===== src/rtl/cpu_pkg.sv =====
// Shared definitions for the Phase-1 CPU: opcodes, ALU codes, IR fields
// and the control sequencer state encoding.
package cpu_pkg;

    localparam logic [4:0] OP_LD   = 5'b00000;
    localparam logic [4:0] OP_ADDI = 5'b00001;
    localparam logic [4:0] OP_ADD  = 5'b00011;
    localparam logic [4:0] OP_SUB  = 5'b00100;
    localparam logic [4:0] OP_AND  = 5'b00101;
    localparam logic [4:0] OP_OR   = 5'b00110;
    localparam logic [4:0] OP_SHL  = 5'b00111;
    localparam logic [4:0] OP_SHR  = 5'b01000;
    localparam logic [4:0] OP_NOP  = 5'b11010;
    localparam logic [4:0] OP_HALT = 5'b11011;

    localparam logic [3:0] ALU_OR  = 4'd0;
    localparam logic [3:0] ALU_AND = 4'd1;
    localparam logic [3:0] ALU_ADD = 4'd2;
    localparam logic [3:0] ALU_SUB = 4'd3;
    localparam logic [3:0] ALU_SHL = 4'd4;
    localparam logic [3:0] ALU_SHR = 4'd5;

    localparam int OP_MSB = 31;
    localparam int OP_W   = 5;
    localparam int RA_MSB = 26;
    localparam int RB_MSB = 22;

    typedef enum logic [3:0] {
        S_RST, S_T0, S_T1, S_T2, S_T3,
        S_T4, S_T5, S_T6, S_T7, S_HALT
    } state_t;

    typedef enum logic [2:0] {
        K_RTYPE, K_ADDI, K_LD, K_NOP, K_HALT, K_ILL
    } kind_t;

    function automatic kind_t kind_of(input logic [4:0] op);
        case (op)
            OP_LD:   kind_of = K_LD;
            OP_ADDI: kind_of = K_ADDI;
            OP_ADD, OP_SUB, OP_AND,
            OP_OR, OP_SHL, OP_SHR: kind_of = K_RTYPE;
            OP_NOP:  kind_of = K_NOP;
            OP_HALT: kind_of = K_HALT;
            default: kind_of = K_ILL;
        endcase
    endfunction

    function automatic logic [3:0] alu_of(input logic [4:0] op);
        case (op)
            OP_AND:  alu_of = ALU_AND;
            OP_ADD:  alu_of = ALU_ADD;
            OP_SUB:  alu_of = ALU_SUB;
            OP_SHL:  alu_of = ALU_SHL;
            OP_SHR:  alu_of = ALU_SHR;
            default: alu_of = ALU_OR;
        endcase
    endfunction

endpackage


===== src/rtl/reg_decoder_4to16.sv =====
// Register index decoder: index plus enable to a one-hot select,
// all-zero when disabled.
module reg_decoder_4to16 #(
    parameter int N = 16
) (
    input  logic [$clog2(N)-1:0] idx,
    input  logic                 en,
    output logic [N-1:0]         y
);

    always_comb begin
        y = '0;
        if (en) y[idx] = 1'b1;
    end

endmodule


===== src/rtl/control_unit.sv =====
// Hardwired T0-T7 control sequencer for the Phase-1 datapath.
// State is registered; strobes are a Moore decode of state and IR.
module control_unit
    import cpu_pkg::*;
#(
    parameter int NREGS  = 16,
    parameter int CWIDTH = 19
) (
    input  logic             clock,
    input  logic             clear_n,
    input  logic [31:0]      IR,
    input  logic             Stop,
    output logic [NREGS-1:0] Rin,
    output logic [NREGS-1:0] Rout,
    output logic             PCin,
    output logic             PCout,
    output logic             MARin,
    output logic             MDRin,
    output logic             MDRout,
    output logic             IRin,
    output logic             Yin,
    output logic             Zlowin,
    output logic             Zlowout,
    output logic             IncPC,
    output logic             Read,
    output logic             Cout,
    output logic [3:0]       ALUop,
    output logic             Run,
    output logic             Illegal
);

    localparam int RW = $clog2(NREGS);

    state_t          state;
    state_t          fetch_next;
    kind_t           kind;
    logic [OP_W-1:0] op;
    logic [RW-1:0]   ra;
    logic [RW-1:0]   rb;
    logic [RW-1:0]   rc;
    logic [RW-1:0]   rin_idx;
    logic [RW-1:0]   rout_idx;
    logic            rin_en;
    logic            rout_en;
    logic            unused_ir;

    assign op        = IR[OP_MSB -: OP_W];
    assign ra        = IR[RA_MSB -: RW];
    assign rb        = IR[RB_MSB -: RW];
    assign rc        = IR[CWIDTH-1 -: RW];
    assign unused_ir = ^IR[CWIDTH-RW-1:0];
    assign kind      = kind_of(op);

    // Every edge that would start a new fetch honours a pending Stop.
    assign fetch_next = Stop ? S_HALT : S_T0;

    always_ff @(posedge clock) begin
        if (!clear_n) begin
            state   <= S_RST;
            Illegal <= 1'b0;
        end else begin
            unique case (state)
                S_RST: state <= fetch_next;
                S_T0:  state <= S_T1;
                S_T1:  state <= S_T2;
                S_T2:  state <= S_T3;
                S_T3: begin
                    unique case (kind)
                        K_RTYPE, K_ADDI, K_LD: state <= S_T4;
                        K_NOP:   state <= fetch_next;
                        default: state <= S_HALT;
                    endcase
                    if (kind == K_ILL) Illegal <= 1'b1;
                end
                S_T4:   state <= S_T5;
                S_T5:   state <= (kind == K_LD) ? S_T6 : fetch_next;
                S_T6:   state <= S_T7;
                S_T7:   state <= fetch_next;
                S_HALT: state <= S_HALT;
                default: state <= S_RST;
            endcase
        end
    end

    assign Run = (state != S_RST) && (state != S_HALT);

    always_comb begin
        PCin     = 1'b0;
        PCout    = 1'b0;
        MARin    = 1'b0;
        MDRin    = 1'b0;
        MDRout   = 1'b0;
        IRin     = 1'b0;
        Yin      = 1'b0;
        Zlowin   = 1'b0;
        Zlowout  = 1'b0;
        IncPC    = 1'b0;
        Read     = 1'b0;
        Cout     = 1'b0;
        ALUop    = ALU_OR;
        rin_en   = 1'b0;
        rout_en  = 1'b0;
        rin_idx  = ra;
        rout_idx = rb;
        unique case (state)
            S_T0: begin
                PCout  = 1'b1;
                MARin  = 1'b1;
                IncPC  = 1'b1;
                Zlowin = 1'b1;
            end
            S_T1: begin
                Zlowout = 1'b1;
                PCin    = 1'b1;
                Read    = 1'b1;
                MDRin   = 1'b1;
            end
            S_T2: begin
                MDRout = 1'b1;
                IRin   = 1'b1;
            end
            S_T3: begin
                if (kind inside {K_RTYPE, K_ADDI, K_LD}) begin
                    rout_en = 1'b1;
                    Yin     = 1'b1;
                end
            end
            S_T4: begin
                if (kind == K_RTYPE) begin
                    rout_en  = 1'b1;
                    rout_idx = rc;
                    ALUop    = alu_of(op);
                    Zlowin   = 1'b1;
                end else if (kind inside {K_ADDI, K_LD}) begin
                    Cout   = 1'b1;
                    ALUop  = ALU_ADD;
                    Zlowin = 1'b1;
                end
            end
            S_T5: begin
                if (kind == K_LD) begin
                    Zlowout = 1'b1;
                    MARin   = 1'b1;
                end else if (kind inside {K_RTYPE, K_ADDI}) begin
                    Zlowout = 1'b1;
                    rin_en  = 1'b1;
                end
            end
            S_T6: begin
                Read  = 1'b1;
                MDRin = 1'b1;
            end
            S_T7: begin
                MDRout = 1'b1;
                rin_en = 1'b1;
            end
            default: ;
        endcase
    end

    reg_decoder_4to16 #(.N(NREGS)) u_rin_dec (
        .idx (rin_idx),
        .en  (rin_en),
        .y   (Rin)
    );

    reg_decoder_4to16 #(.N(NREGS)) u_rout_dec (
        .idx (rout_idx),
        .en  (rout_en),
        .y   (Rout)
    );

endmodule


===== config.mk =====
export PLATFORM = sky130hd
export DESIGN_NAME = control_unit
export DESIGN_NICKNAME = d
export VERILOG_FILES = /design/src/rtl/cpu_pkg.sv /design/src/rtl/reg_decoder_4to16.sv /design/src/rtl/control_unit.sv
export SDC_FILE = /design/constraint.sdc
export NUM_CORES = 1
export LEC_CHECK = 0
export CAP_MARGIN = 0
export CORE_MARGIN = 2
export CORE_UTILIZATION = 34
export DETAILED_ROUTE_END_ITERATION = 12
export HOLD_SLACK_MARGIN = 0.03
export PLACE_DENSITY = 0.87
export SLEW_MARGIN = 15
export SYNTH_ARGS = -nofsm -noshare
export SYNTH_HDL_FRONTEND = slang
export SYNTH_HIERARCHICAL = 1
export SYNTH_SLANG_ARGS = --single-unit

===== constraint.sdc =====
create_clock -name clock -period 5.15 [get_ports clock]
set_input_delay 1.03 -clock clock [delete_from_list [all_inputs] [get_ports clock]]
set_output_delay 1.03 -clock clock [all_outputs]
set_load 0.01 [all_outputs]

== After elaboration in Yosys (flattened, before gate mapping) ==
Memory sizes are Yosys's and may differ from the RTL's.
Cells that the tools add are included.
Cells by class
  add/sub/neg operators: 0
  $mul: 0
  divide/modulo/power cells: 0
  $lt $le $gt $ge: 4
  eq/ne operators: 19
  shift-type cells: 0
  muxes and demuxes: 37
  bitwise gates (word level): 0
  reductions and logical operators: 14
Operators by type and width (number)
  4-bit case mux with 9 select lines: 1
  16-bit 2-to-1 mux: 2
  4-bit 2-to-1 mux: 6
  1-bit 2-to-1 mux: 18
  4-bit by 3-bit equality test with 1-bit output (second input constant): 4
  5-bit by 3-bit equality test with 1-bit output (second input constant): 3
  3-bit case mux with 5 select lines: 1
  4-bit by 5-bit < comparator with 1-bit output (second input constant): 2
  1-bit case mux with 2 select lines: 5
  1-bit demux with 4-bit select: 2
  4-bit by 2-bit equality test with 1-bit output (second input constant): 2
  4-bit equality test (second input constant): 2
  4-bit by 1-bit >= comparator with 1-bit output (second input constant): 2
  4-bit case mux with 2 select lines: 1
  3-bit by 2-bit equality test with 1-bit output (second input constant): 2
  2-bit OR reduction: 3
  5-bit by 2-bit equality test with 1-bit output (second input constant): 1
  5-bit by 4-bit equality test with 1-bit output (second input constant): 1
  4-bit by 1-bit equality test with 1-bit output (second input constant): 1
  4-bit logical NOT: 1
  4-bit != test (second input constant): 1
  2-bit nonzero test: 2
  4-bit nonzero test: 1
  3-bit by 1-bit equality test with 1-bit output (second input constant): 1
  other kinds (7): 9
Word-level totals
  register bits after elaboration: 5
  bits in latches: 0
  bits in writable memories: 0
  bits in read-only memories: 96
  input port bits: 35
  output and inout bits: 50
  word-level logic and storage cells: 77
  memories: 1
Memories
  (name not given): depth 32, width 3, read ports 1, clocked after Yosys merged registers in 0, write ports 0, RTL line cpu_pkg.sv:38  | case (op)

== Depth between registers and ports, before layout ==
An unclocked memory read counts as a cell.
  depth after elaboration: 9
  depth in mapped cells: 9
  mapped depth without buffers: 9

== Modules after synthesis ==
Netlist, hierarchy kept.
By module, submodules not included
  control_unit: instances 1, cells an instance 100, area each 723.2 um^2, seq. area each 100.1 um^2
  reg_decoder_4to16: instances 2, cells an instance 23, area each 117.6 um^2, seq. area each 0.0 um^2

== Worst setup path after synthesis ==
OpenSTA, ideal clock, no wires.
  kind: input to output
  start: input port IR[27]
  end: output port Rout[1]
  data arrival time: 3.089 ns
  data required time: 4.120 ns
  slack: 1.031 ns
  cell stages on the path: 9
  path buffers: 0
  cells stage by stage: inv_1 -> ha_1 -> mux2_1 -> a22oi_2 -> nor2_4 -> nand3_4 -> mux2_1 -> or3b_4 -> nor2_1
On the way
  longest elaborated chain between the ends: 9
  elaborated cells on any way between the ends: 16
  those cells by class: order compare (2); eq/ne (2); mux (8); reduce/logical (3); memory (1)
Ends and longest elaborated chain
  start, declared: RTL line control_unit.sv:11  | input logic [31:0] IR,
  memory 32 x 3 bit (*)
  3-bit logical NOT (*): RTL line control_unit.sv:129  | if (kind == K_RTYPE) begin
  4-bit 2-to-1 mux (*): RTL line control_unit.sv:129
  4-bit 2-to-1 mux (*): RTL line control_unit.sv:105  | unique case (state)
  net rout_idx[3]: RTL line control_unit.sv:42  | logic [RW-1:0] rout_idx;
  4-bit by 5-bit < comparator with 1-bit output (implied by the code) / 4-bit by 1-bit >= comparator with 1-bit output (equally long branches): RTL line reg_decoder_4to16.sv:13  | if (en) y[idx] = 1'b1;
  1-bit logical AND (implied by the code): RTL line reg_decoder_4to16.sv:13
  1-bit 2-to-1 mux (implied by the code): RTL line reg_decoder_4to16.sv:13
  1-bit demux with 4-bit select (*)
  16-bit 2-to-1 mux (*): RTL line reg_decoder_4to16.sv:13
  end, declared: RTL line control_unit.sv:14  | output logic [NREGS-1:0] Rout,
Mark *: on every way through the listed nets, which the timed path passes. The rest lies on a longest branch.

== Worst setup path after layout ==
  start: input port IR[27]
  end: output port Rout[9]
Same word-level chain as after synthesis.

==> flow_metrics.tcl <==
set metrics [dict create \
    status "complete, no violations" \
    grt_max_degree 14 \
    power_density_nw_per_um2 114 \
    seq_area_um2 100 \
    placementRows 19 \
    cts_setup_buffers 0 \
    die_w_um 57.1 \
    port_buffers 68 \
    cp-end-kind "output port" \
    clkTransAtPathRegs_ns 0.04 \
    htree_levels 1 \
    grt_pass1_wl_mm 4.75 \
    fillCellCount 250 \
    syn_area_per_cell_um2 6.56 \
    vias_per_cell 5.03 \
    synthSimpleGateAreaFrac_pct 47.5 \
    gp_congestion 0.827 \
    numCtsBuffers 3 \
    die_h_um 57.1 \
    drive_gt1_share_pct 12.8 \
    start_kind "input pin" \
    hold_viol_final 0 \
    hp-class "flip-flop to flip-flop" \
    p_int_uw 129 \
    cp_slowest_stage_delay_ns 0.54 \
    cts_tree "done" \
    drt.antenna.violating_nets 0 \
    clockRootBuffer "clkbuf_4" \
    p_total_uw 200 \
    synth_xor_area_share_pct 1.83 \
    cp_top_family "buffers and inverters" \
    final.setup_skew_ns 0.00157 \
    synthAdderAreaFrac_pct 5.22 \
    synth_warnings 6 \
    firstDrtPassIters 4 \
    path_buf_inv 4 \
    syn_inst 146 \
    area_growth_pct 82.8 \
    wl_per_cell_um 12.2 \
    synth-seq-cells 5 \
    worstPathRequired_ns 4.12 \
    grt-ovfl-total 0 \
    whs_path_depth 2 \
    synth_area_um2 958 \
    switchingPower_uw 70.7 \
    cp.arrival_ns 3.99 \
    multi_input_area_um2 803 \
    slew_violations 0 \
    utilization_pct 64.6 \
    io_pins 85 \
    wl_mm 3.05 \
    path_depth 12 \
    final_cell_mix "clkdlybuf4s50_1, nor2_1, nand2_1" \
    seqPwrFrac_pct 25.6 \
    pwr-share-clk_pct 21.5 \
    initial_core_util_pct 35.4 \
    syn_nets 185 \
    synth_compound_area_share_pct 20.1 \
    post_cts_resized 0 \
    cap_violations 0 \
    die_area_um2 3260 \
    vias 1258 \
    grt_usage_pct 17.5 \
    synth_cell_types 39 \
    cp_slowest_cell "clkdlybuf4s50_1" \
    cts_num_sinks 5 \
    final_common_cell "clkdlybuf4s50_1" \
    crit_top_cell "clkdlybuf4s50_1" \
    dp_hpwl_mm 2.47 \
    cts_buffer_depth 2 \
    path_max_fanout 7 \
    finalCritPeriodShare_pct 97.4 \
    antenna_found_initial 0 \
    max_freq_mhz 199 \
    tns_ns 0 \
    vdd_drop_max_v 0.000137 \
    min_period_ns 5.02 \
    core_area_um2 2710 \
    muxShareOfSynthArea_pct 8.22 \
    final_area_um2 1750 \
    cellLeakagePower_uw 0.000783 \
    power_frac_comb_pct 52.9 \
    clk_latency_ns 0.23 \
    grt_pass1_vias 1057 \
    worstPathCellList "clkdlybuf4s50_1 > inv_1 > ha_1 > mux2_1 > a22oi_2 > nor2_4 > nand3_4 > buf_4 > mux2_2 > nand2b_1 > nor2_1 > clkdlybuf4s50_1" \
    nNetsFinal 259 \
    drtIter0Drc 38 \
    route.detailed.drc 0 \
    ctsHoldBuffers 0 \
    place_area_um2 1700 \
    diodes 0 \
    setup_viol 0 \
    swShare_pct 35.5 \
    r2r_cells 4 \
    worstSetupPathType "input pin to output port" \
    seq_area_frac_synth_pct 10.4 \
    synth_top_family_by_area "simple AND/OR/NAND/NOR gates" \
]
cells by family (layout without fill, tap and decap cells):
kind of cell,count (synthesis),after routing
xor+xnor,2,2
simple gates,87,87
fa+ha+maj,4,4
mux,7,7
other cells,1,1
flops,5,5
buf+inv,13,86
compound gates,27,27
registers in the layout, indices dropped and copies added (netlist names):
register,cells
state,4
Illegal,1
worst paths after layout:
kind                                           start                   end  slack (ns)
worst max register to register   state[0]$_SDFF_PN0_   state[2]$_SDFF_PN0_        3.71
worst min-delay path            Illegal$_SDFFE_PN0P_  Illegal$_SDFFE_PN0P_        0.52
worst min register to register  Illegal$_SDFFE_PN0P_  Illegal$_SDFFE_PN0P_        0.52
worst max-delay path                          IR[27]               Rout[9]        0.13
through the flow:
step                      hold WS (ns)  setup WS (ns)  cells
after detailed placement         0.513         0.0289    246
after CTS                        0.528         0.0262    250
final                            0.521          0.135    250
after global routing             0.569        -0.0182    250
after global placement           0.498         0.0600    246
after floorplan                  0.511           1.03    146
power by group through the flow:
| stage | Clock [uW] | Sequential [uW] | Combinational (uW) |
|---|---|---|---|
| 4_1_cts | 46.0 | 50.6 | 105 |
| 2_1_floorplan | 0 | 43.9 | 60.9 |
| 5_1_grt | 49.1 | 52.2 | 114 |
| 3_5_place_dp | 0 | 51.3 | 105 |
| 3_3_place_gp | 0 | 50.9 | 103 |
| 6_report | 42.9 | 51.2 | 105 |
worst register-to-register path, stage by stage, from the launching register on:
cell and delay (ns):
dfxtp_1 0.59, nand2b_1 0.20, nor2_1 0.30, nor2_1 0.09, a31oi_1 0.19
Yosys cell counts, drive strengths merged:
cell / number / area share [%]
a2111oi: 1 / 1.6
a211oi: 1 / 0.78
a21oi: 6 / 3.1
a22o: 1 / 0.91
a22oi: 3 / 3.4
a31o: 2 / 1.8
a31oi: 3 / 2.0
a32oi: 1 / 0.91
a41oi: 1 / 0.91
and3: 2 / 1.3
buf: 4 / 2.7
clkbuf: 3 / 1.2
conb: 1 / 0.39
dfxtp: 5 / 10
ha: 4 / 5.2
inv: 6 / 2.3
mux2: 7 / 8.2
nand2: 12 / 4.7
nand2b: 9 / 5.9
nand3: 4 / 3.4
nand3b: 4 / 3.1
nand4: 1 / 0.65
nor2: 36 / 15
nor2b: 4 / 2.9
nor3: 11 / 6.8
nor4b: 1 / 0.91
o21ai: 7 / 3.7
o311a: 1 / 1.0
or3: 1 / 0.65
or3b: 2 / 2.3
xnor2: 2 / 1.8
area by class of cell:
type / instances / share of cell area, %
clock buffers: 4 / 1.50
inverters: 6 / 1.29
multi-input cells: 128 / 45.9
flip-flops and latches: 5 / 5.71
well taps: 31 / 2.21
repair buffers: 76 / 43.4
layer usage:
metal	global-route usage (%)	vias up	share of wire, %
met5	0	-	0
met1	24.9	572	45
met4	4.98	0	0
met3	1.81	0	4.8
li1	-	655	-
met2	28.1	31	50
(Power assumes the default switching activity.)
